==> src/rtl/byte_packer.sv <==
// Packs Ratio narrow elements into one wide word and writes it to a downstream FIFO.
// Optional partial-word flush is compiled in with `define BYTE_PACKER_FLUSH_EN.
module byte_packer #(
  parameter int InputWidth  = 8,
  parameter int OutputWidth = 64
) (
  input  logic                   clk_i,
  input  logic                   rst_i,
  input  logic                   valid_i,
  input  logic [InputWidth-1:0]  data_i,
  output logic                   ready_o,
  input  logic                   flush_i,
  input  logic                   full_i,
  output logic                   write_en_o,
  output logic [OutputWidth-1:0] data_o
);

  localparam int Ratio = OutputWidth / InputWidth;
  localparam int LaneW = (Ratio > 2) ? $clog2(Ratio) : 1;
  localparam logic [LaneW-1:0] LastLane = LaneW'(Ratio - 1);

  generate
    if (Ratio < 2 || Ratio * InputWidth != OutputWidth) begin : g_bad_ratio
      $error("byte_packer: OutputWidth must be an integer multiple >= 2 of InputWidth");
    end
  endgenerate

  typedef enum logic {FILL, PEND} state_t;

  state_t                 state, state_nx;
  logic [LaneW-1:0]       lane, lane_nx;
  logic [OutputWidth-1:0] acc, acc_nx;
  logic [OutputWidth-1:0] held, held_nx;
  logic [OutputWidth-1:0] data_q, data_nx;
  logic [OutputWidth-1:0] word;
  logic                   wr_q, wr_nx;
  logic                   accept;
  logic                   last;
  logic                   flush_emit;

  assign ready_o    = (state == FILL);
  assign accept     = valid_i && ready_o;
  assign last       = accept && (lane == LastLane);
  assign write_en_o = wr_q;
  assign data_o     = data_q;

`ifdef BYTE_PACKER_FLUSH_EN
  // A flush that lands on the last lane is already a full word.
  assign flush_emit = flush_i && ready_o && !last
                      && ((lane != '0) || accept);
`else
  logic unused_flush;
  assign unused_flush = flush_i;
  assign flush_emit   = 1'b0;
`endif

  always_comb begin
    word = acc;
    if (accept) begin
      word[int'(lane)*InputWidth +: InputWidth] = data_i;
    end
  end

  always_comb begin
    state_nx = state;
    lane_nx  = lane;
    acc_nx   = acc;
    held_nx  = held;
    data_nx  = data_q;
    wr_nx    = 1'b0;
    unique case (state)
      FILL: begin
        if (last || flush_emit) begin
          // Accumulator restarts from zero so unfilled lanes read as 0.
          lane_nx = '0;
          acc_nx  = '0;
          if (full_i) begin
            held_nx  = word;
            state_nx = PEND;
          end else begin
            wr_nx   = 1'b1;
            data_nx = word;
          end
        end else if (accept) begin
          lane_nx = lane + LaneW'(1);
          acc_nx  = word;
        end
      end
      PEND: begin
        if (!full_i) begin
          wr_nx    = 1'b1;
          data_nx  = held;
          state_nx = FILL;
        end
      end
      default: state_nx = FILL;
    endcase
  end

  always_ff @(posedge clk_i or posedge rst_i) begin
    if (rst_i) begin
      state <= FILL;
    end else begin
      state <= state_nx;
    end
  end

  always_ff @(posedge clk_i or posedge rst_i) begin
    if (rst_i) begin
      lane   <= '0;
      acc    <= '0;
      held   <= '0;
      data_q <= '0;
      wr_q   <= 1'b0;
    end else begin
      lane   <= lane_nx;
      acc    <= acc_nx;
      held   <= held_nx;
      data_q <= data_nx;
      wr_q   <= wr_nx;
    end
  end

endmodule
==> config.mk <==
export PLATFORM = sky130hd
export DESIGN_NAME = byte_packer
export DESIGN_NICKNAME = d
export VERILOG_FILES = /design/src/rtl/byte_packer.sv
export SDC_FILE = /design/constraint.sdc
export NUM_CORES = 1
export LEC_CHECK = 0
export BUFFER_PORTS_ARGS = -buffer_cell sky130_fd_sc_hd__clkbuf_2
export CAP_MARGIN = 10
export CORE_UTILIZATION = 30
export DETAILED_ROUTE_END_ITERATION = 6
export SLEW_MARGIN = 20
export SYNTH_ARGS = -nofsm -noshare
export SYNTH_HDL_FRONTEND = slang
export SYNTH_SLANG_ARGS = --single-unit
==> constraint.sdc <==
create_clock -name clk_i -period 6.6 [get_ports clk_i]
set_clock_uncertainty 0.15 [all_clocks]
set_input_delay 1.32 -clock clk_i [delete_from_list [all_inputs] [get_ports clk_i]]
set_output_delay 1.32 -clock clk_i [all_outputs]
set_load 0.1 [all_outputs]
-- After elaboration in Yosys (flattened, before gate mapping)
Cells that the tools add are included.
- register bits after elaboration: 197
- bits of input ports: 13
- logic and storage cells: 37
- $add $sub $neg: 2
- equality and inequality tests: 4
- shift-type cells: 2
- multiplexer cells: 16
- bitwise logic cells: 1
- reduce and logical (&&, ||, !) cells: 6
- operators with widths (cell ; count):
    $mux W64 ; 6
    $pmux W64 S2 ; 1
    $bwmux W64 ; 1
    $shift A8 B33 Y64 const A ; 1
    $shiftx A8 B33 Y64 ; 1
    $neg A6 Y33 ; 1
    $mux W3 ; 2
    $reduce_and A3 Y1 ; 2
    $mux W1 ; 4
    $ne A2 B2 Y1 const B ; 2
    $pmux W1 S2 ; 2
    $add A3 B1 Y3 const B ; 1
    $eq A3 B3 Y1 const B ; 1
    $logic_and A1 B1 Y1 ; 2
    $ne A2 B1 Y1 const B ; 1
    $reduce_and A2 Y1 ; 1
    $reduce_bool A2 Y1 ; 1
    $not A1 Y1 ; 1

-- Logic depth before layout (Yosys ltp)
Gate-level depths: netlist of run 1.
- word-level depth: 7
- mapped depth: 10
- gate-level depth less buffers: 7

-- Least setup slack after synthesis of run 1
Ideal clock, no wire load.
- path type: flip-flop to flip-flop
- from: register lane[0]
- to: register acc[12]
- arrival time: 2321 ps
- data required time: 6328 ps
- path slack: 4007 ps
- cell stages (with the launch flop): 11
- buffers on the path: 3
- period minus slack after synthesis: 2593 ps
- path through: dfrtp_1 > buf_6 > buf_4 > inv_1 > ha_1 > ha_1 > nand4b_1 > nand2b_1 > buf_2 > a21o_1 > a32o_1
- cells in the longest elaborated chain, start to end: 6
- ends and longest elaborated chain (item ; line ; RTL):
    start, declared ; 31 ; logic [LaneW-1:0] lane, lane_nx;
    start signal, assigned ; 116 ; lane <= lane_nx;
    $neg A6 Y33 ; 60 ; word[int'(lane)*InputWidth +: InputWidth] = data_i;
    $shiftx A8 B33 Y64 / $shift A8 B33 Y64 (equally long branches) ; 60 ;
    $bwmux W64 ; 60 ;
    $mux W64 ; 59 ; if (accept) begin
    $mux W64 ; 84 ; end else if (accept) begin
    $mux W64 ; 73 ; if (last || flush_emit) begin
    end signal, assigned ; 117 ; acc <= acc_nx;
    end, declared ; 32 ; logic [OutputWidth-1:0] acc, acc_nx;
Several ways; a longest one is shown, not always the timed one. The select of a mux whose other input is x is not followed.
A chain may end at the register's enable or synchronous reset.

-- Worst setup path in the final report of run 1
- from: register lane[0]
- to: register held[5]
- cells in the longest elaborated chain, start to end: 4
- ends and longest elaborated chain (item ; line ; RTL):
    $neg A6 Y33 ; 60 ;
    $shiftx A8 B33 Y64 / $shift A8 B33 Y64 (equally long branches) ; 60 ;
    $bwmux W64 ; 60 ;
    $mux W64 ; 59 ;
    end signal, assigned ; 118 ; held <= held_nx;
    end, declared ; 33 ; logic [OutputWidth-1:0] held, held_nx;
Several ways; a longest one is shown, not always the timed one.

==> results.cfg, run 1 <==
[floorplanning]
rows = 60
num_io_pins = 79
dieArea_um2 = 28120
die-width_um = 167.7
die_h_um = 167.7
coreArea_um2 = 26950
floorplan.initialDensity = 0.3056

[sta]
slew_violations = 0
min_period_ps = 3552
rsz0062_at_grt = no
tightest_slew_ps = 1070
finalHoldViolCount = 0
finalSetupViolCount = 0
slew_headroom = 0.2815
fin_setup_tns_ps = 0
finalCritPeriodShare = 0.5383
fmax_mhz = 281.5

[clocking]
cts-root-buf = clkbuf_16
postCtsResizedCells = 0
cts_num_sinks = 197
cts_hold_buf = 0
ctsLongestPathBuffers = 2
post-cts-setup-buffers = 0
insertion_delay_ps = 430
htree_levels = 4
clk_pin_slew_ps = 70
cts_inserted_buffers = 17
cts_tree = built

[detailed_routing]
routed_wl_mm = 20.47
drtIter0Drc = 440
drc = 0
via_count = 5790
wire_per_inst_um = 17.69
firstDrtPassIters = 4
antenna_left = 0
vias_per_cell = 5.004

[placed_design]
portBuffers = 77
placed_area_um2 = 8881
globalplace.congestion = 0.7964
dp_hpwl_mm = 12.95

[hold_path]
min_from = acc[41]$_DFFE_PP0P_
hp-class = reg2reg

[yosys]
synthesis.nets = 774
synth_edf_count = 0
synth.distinct_cells = 42
synth_top_area_cell = dfrtp_1
avgSynthCellArea_um2 = 10.94
yosysMostFrequentCell = dfrtp_1
yosys_warnings = 0
async_flop_share = 1.000
netlist_instances = 753
synth_area_leaders = dfrtp_1, o21ai_0, a22oi_1, mux2i_1, nand2_1
netlist_area_um2 = 8235
ys_seq_elements = 197
synth_top_area_frac = 0.5986
synth_ff_type = dfrtp_1
yosysSeqAreaShare = 0.5986
synth_commonest_cells = dfrtp_1, o21ai_0, nand2_1

[setup_path]
critPathSlowestCell = dfrtp_1
path_class = reg2reg
r2r_start = lane[0]$_DFFE_PP0P_
cp_slowest_stage_delay_ps = 780
critPathLaunchType = register
worstSetupStartpoint = lane[0]$_DFFE_PP0P_
arrival_ps = 3680
crit_chain = inv_1, ha_1, ha_1, nor3b_4, nand4_1, mux2i_1, o21ai_0
critPathMostFrequentCell = ha_1
cp_max_fo = 20
worstPathRequired_ps = 6730
crit_path_end_kind = register

[pwr]
vdd_drop_max_uv = 252.9
cellPowerDensity_nw_per_um2 = 503.0
leakage_nw = 4.494
power_mw = 4.755

[flow_run]
drv_cap = 0

[final_layout]
drive_gt1_frac = 0.1703
final_cell_area_um2 = 9453
area_delta_synth_final_pct = 14.78
fin_nets = 826
fin_util = 0.3507
multi_input_area_um2 = 3022
n_antenna_cell = 0
seq_area_um2 = 4930
n_fill_cell = 2677

[global_routing]
track_usage = 0.1527
antenna_found_initial = 0
grt-ovfl-total = 0
grt_pass1_vias = 5824
grt_max_degree = 198
grt_pass1_wl_mm = 33.31

[status]
status = finished, final reports clean
[metal layers]
metal  global-route usage  routed length (um)
met5                    0                   0
met4              0.04587                 261
met3              0.03073                1133
met2               0.2288                9220
met1               0.2215                9853
[state kept, by name (all words and copies together), names as in the netlist]
signal      flops
lane            3
state           1
acc            64
data_o         64
write_en_o      1
held           64
[cell families after synthesis]
logic type | count (synthesis) | share of synthesized area
buffers and inverters | 65 | 0.03661
AOI/OAI and AO/OA | 236 | 0.1697
muxes | 52 | 0.06715
DFF | 197 | 0.5986
and+or+nand+nor | 195 | 0.1158
adders and majority gates | 8 | 0.01215
[final timing paths]
path | end | slack [ps] | depth (start not counted)
max in group asynchronous | acc[34]$_DFFE_PP0P_ | 4580 | 4
min in group asynchronous | data_o[49]$_DFFE_PP0P_ | 820 | 3
worst max-delay path | held[5]$_DFFE_PP0P_ | 3050 | 7
worst max register to register | held[5]$_DFFE_PP0P_ | 3050 | 7
worst min register to register | acc[41]$_DFFE_PP0P_ | 330 | 2
worst min-delay path | acc[41]$_DFFE_PP0P_ | 330 | 2
[cell usage in the layout (no fill, tap or decap), types with 14 or more instances in the layout]
cell type / netlist / routed
clkbuf_2: 0 / 77
nand2_1: 87 / 86
nor2_1: 48 / 47
and2_1: 15 / 15
mux2i_1: 40 / 40
a21oi_1: 14 / 14
a22oi_1: 63 / 63
clkbuf_16: 0 / 17
o21ai_1: 17 / 17
dfrtp_1: 197 / 197
o21ai_0: 121 / 121
[metrics by stage]
step	hold slack [ps]	setup slack, ps	cells
after global routing	351.7	2834	1157
after CTS	335.1	3062	1156
after detailed placement	319.6	2937	1126
after global placement	311.5	2952	1126
final	329.9	3048	1157
after floorplan	299.2	2584	753
[power by group]
part           total, mW  internal, mW  switching, mW
Sequential          1.81          1.59          0.216
Clock              0.986         0.529          0.457
Combinational       1.96         0.421           1.54
[cell type report]
cell class | instances | share of cell area
inverter | 13 | 0.005559
clock inverter | 10 | 0.01032
clock buffer | 20 | 0.04725
timing repair buffer | 85 | 0.05056
tap | 341 | 0.04514
sequential | 197 | 0.5215
multi-input combinational | 491 | 0.3197
[critical path: cells and delay by family, from the launching register on]
| family | cells | cell delay [ps] |
|---|---|---|
| AND/OR/NAND/NOR | 2 | 910 |
| adder cells (fa/ha/maj) | 2 | 660 |
| buffers and inverters | 1 | 190 |
| flip-flops | 1 | 780 |
| AO/OA/AOI/OAI | 1 | 130 |
| multiplexers | 1 | 570 |
(Power assumes the default switching activity.)
==> run 2: changes to the inputs <==
clock period = 3.1 ns   (was 6.6 ns; I/O delays follow)
==> results.cfg, run 2 (same netlist as run 1, synthesis figures left out) <==
[final_layout]
fin_util = 0.3586
fin_nets = 844
final_cell_mix = dfrtp_1, o21ai_0, nand2_1
final_common_cell = dfrtp_1
n_antenna_cell = 0
n_fill_cell = 2698
seq_area_um2 = 4930
multi_input_area_um2 = 3022
final_cell_area_um2 = 9664
area_delta_synth_final_pct = 17.35
drive_gt1_frac = 0.1904

[pwr]
p_sw_mw = 4.732
intPower_mw = 5.539
cellPowerDensity_nw_per_um2 = 1063
switching_share = 0.4607
leakage_nw = 4.619
pwr-share-clk = 0.212
p_comb_frac = 0.418
vdd_drop_max_uv = 591.5
pwr-share-seq = 0.370

[clocking]
cts_tree = built
cts_hold_buf = 0
ctsLongestPathBuffers = 2
htree_levels = 4
cts_inserted_buffers = 17
postCtsResizedCells = 0
post-cts-setup-buffers = 0
cts-root-buf = clkbuf_16
insertion_delay_ps = 430
cts_num_sinks = 197
clk_pin_slew_ps = 70

[placed_design]
portBuffers = 77
globalplace.congestion = 0.8253
dp_hpwl_mm = 13.79
placed_area_um2 = 9086

[global_routing]
antenna_found_initial = 1
grt_max_degree = 71
grt_pass1_vias = 5821
grt_pass1_wl_mm = 33.42
track_usage = 0.1534
grt-ovfl-total = 0

[detailed_routing]
firstDrtPassIters = 5
via_count = 5889
drc = 0
routed_wl_mm = 20.52
antenna_left = 0
vias_per_cell = 5.008
drtIter0Drc = 625
wire_per_inst_um = 17.45

[sta]
slew_headroom = 0.4504
finalCritPeriodShare = 0.8152
min_period_ps = 2527
rsz0062_at_grt = no
fmax_mhz = 395.7
tightest_slew_ps = 822.6
slew_violations = 0
finalSetupViolCount = 0
finalHoldViolCount = 0
fin_setup_tns_ps = 0

[floorplanning]
dieArea_um2 = 28120
die-width_um = 167.7
coreArea_um2 = 26950
floorplan.initialDensity = 0.3056
num_io_pins = 79
rows = 60
die_h_um = 167.7

[flow_run]
drv_cap = 0

[setup_path]
cp_max_fo = 8
crit_path_end_kind = register
worstPathRequired_ps = 3250
path_class = reg2reg
arrival_ps = 2680
critPathLaunchType = register

[status]
status = finished, final reports clean

[hold_path]
hp-class = in2async
-- run 2: layout make-up --
type / instances / share of cell area
inverters: 13 / 0.005438
well taps: 341 / 0.04415
flip-flops and latches: 197 / 0.5101
multi-input cells: 491 / 0.3127
repair buffers: 103 / 0.06784
clock buffers: 22 / 0.05010
clock inverters: 9 / 0.009710
-- run 2: routing by layer --
metal | wire [um] | global-route usage
met1 | 9938 | 0.2208
met2 | 9196 | 0.2241
met3 | 966 | 0.03569
met4 | 417 | 0.05465
met5 | 0 | 0
-- run 2: final timing paths --
| path | start | end | slack (ps) | cells after the start |
|---|---|---|---|---|
| max | lane[0]$_DFFE_PP0P_ | held[56]$_DFFE_PP0P_ | 570 | 7 |
| min | rst_i | data_o[56]$_DFFE_PP0P_ | 180 | 2 |
| max reg2reg | lane[0]$_DFFE_PP0P_ | held[56]$_DFFE_PP0P_ | 570 | 7 |
| min reg2reg | acc[41]$_DFFE_PP0P_ | acc[41]$_DFFE_PP0P_ | 330 | 2 |
| max in group asynchronous | rst_i | state$_DFF_PP0_ | 1890 | 3 |
| min in group clk_i | acc[41]$_DFFE_PP0P_ | acc[41]$_DFFE_PP0P_ | 330 | 2 |
-- run 2: worst max-delay path: stages, from the launching register on --
cell	delay [ps]
dfrtp_1	340
inv_1	80
ha_1	230
ha_1	390
nor3b_4	300
nand3_2	310
mux2i_1	450
o21ai_0	150
-- run 2: power groups by stage --
stage                     Clock, mW  Combinational (mW)  Sequential, mW
after detailed placement          0                4.32            3.84
after floorplan                   0                1.60            5.64
final                          2.18                4.29            3.80
after global placement            0                4.27            3.82
after CTS                      2.23                4.33            3.80
after global routing           2.33                4.63            3.90
-- run 2: metrics by stage --
stage          setup WS (ps)  cells  power (mW)  hold WS (ps)
2_1_floorplan         -216.4    753       7.241         299.2
3_3_place_gp           615.0   1145       8.092         311.2
3_5_place_dp           600.6   1145       8.164         320.5
4_1_cts                581.2   1176       10.37         203.5
5_1_grt                403.6   1176       10.86         227.6
6_report               572.8   1176       10.27         178.7
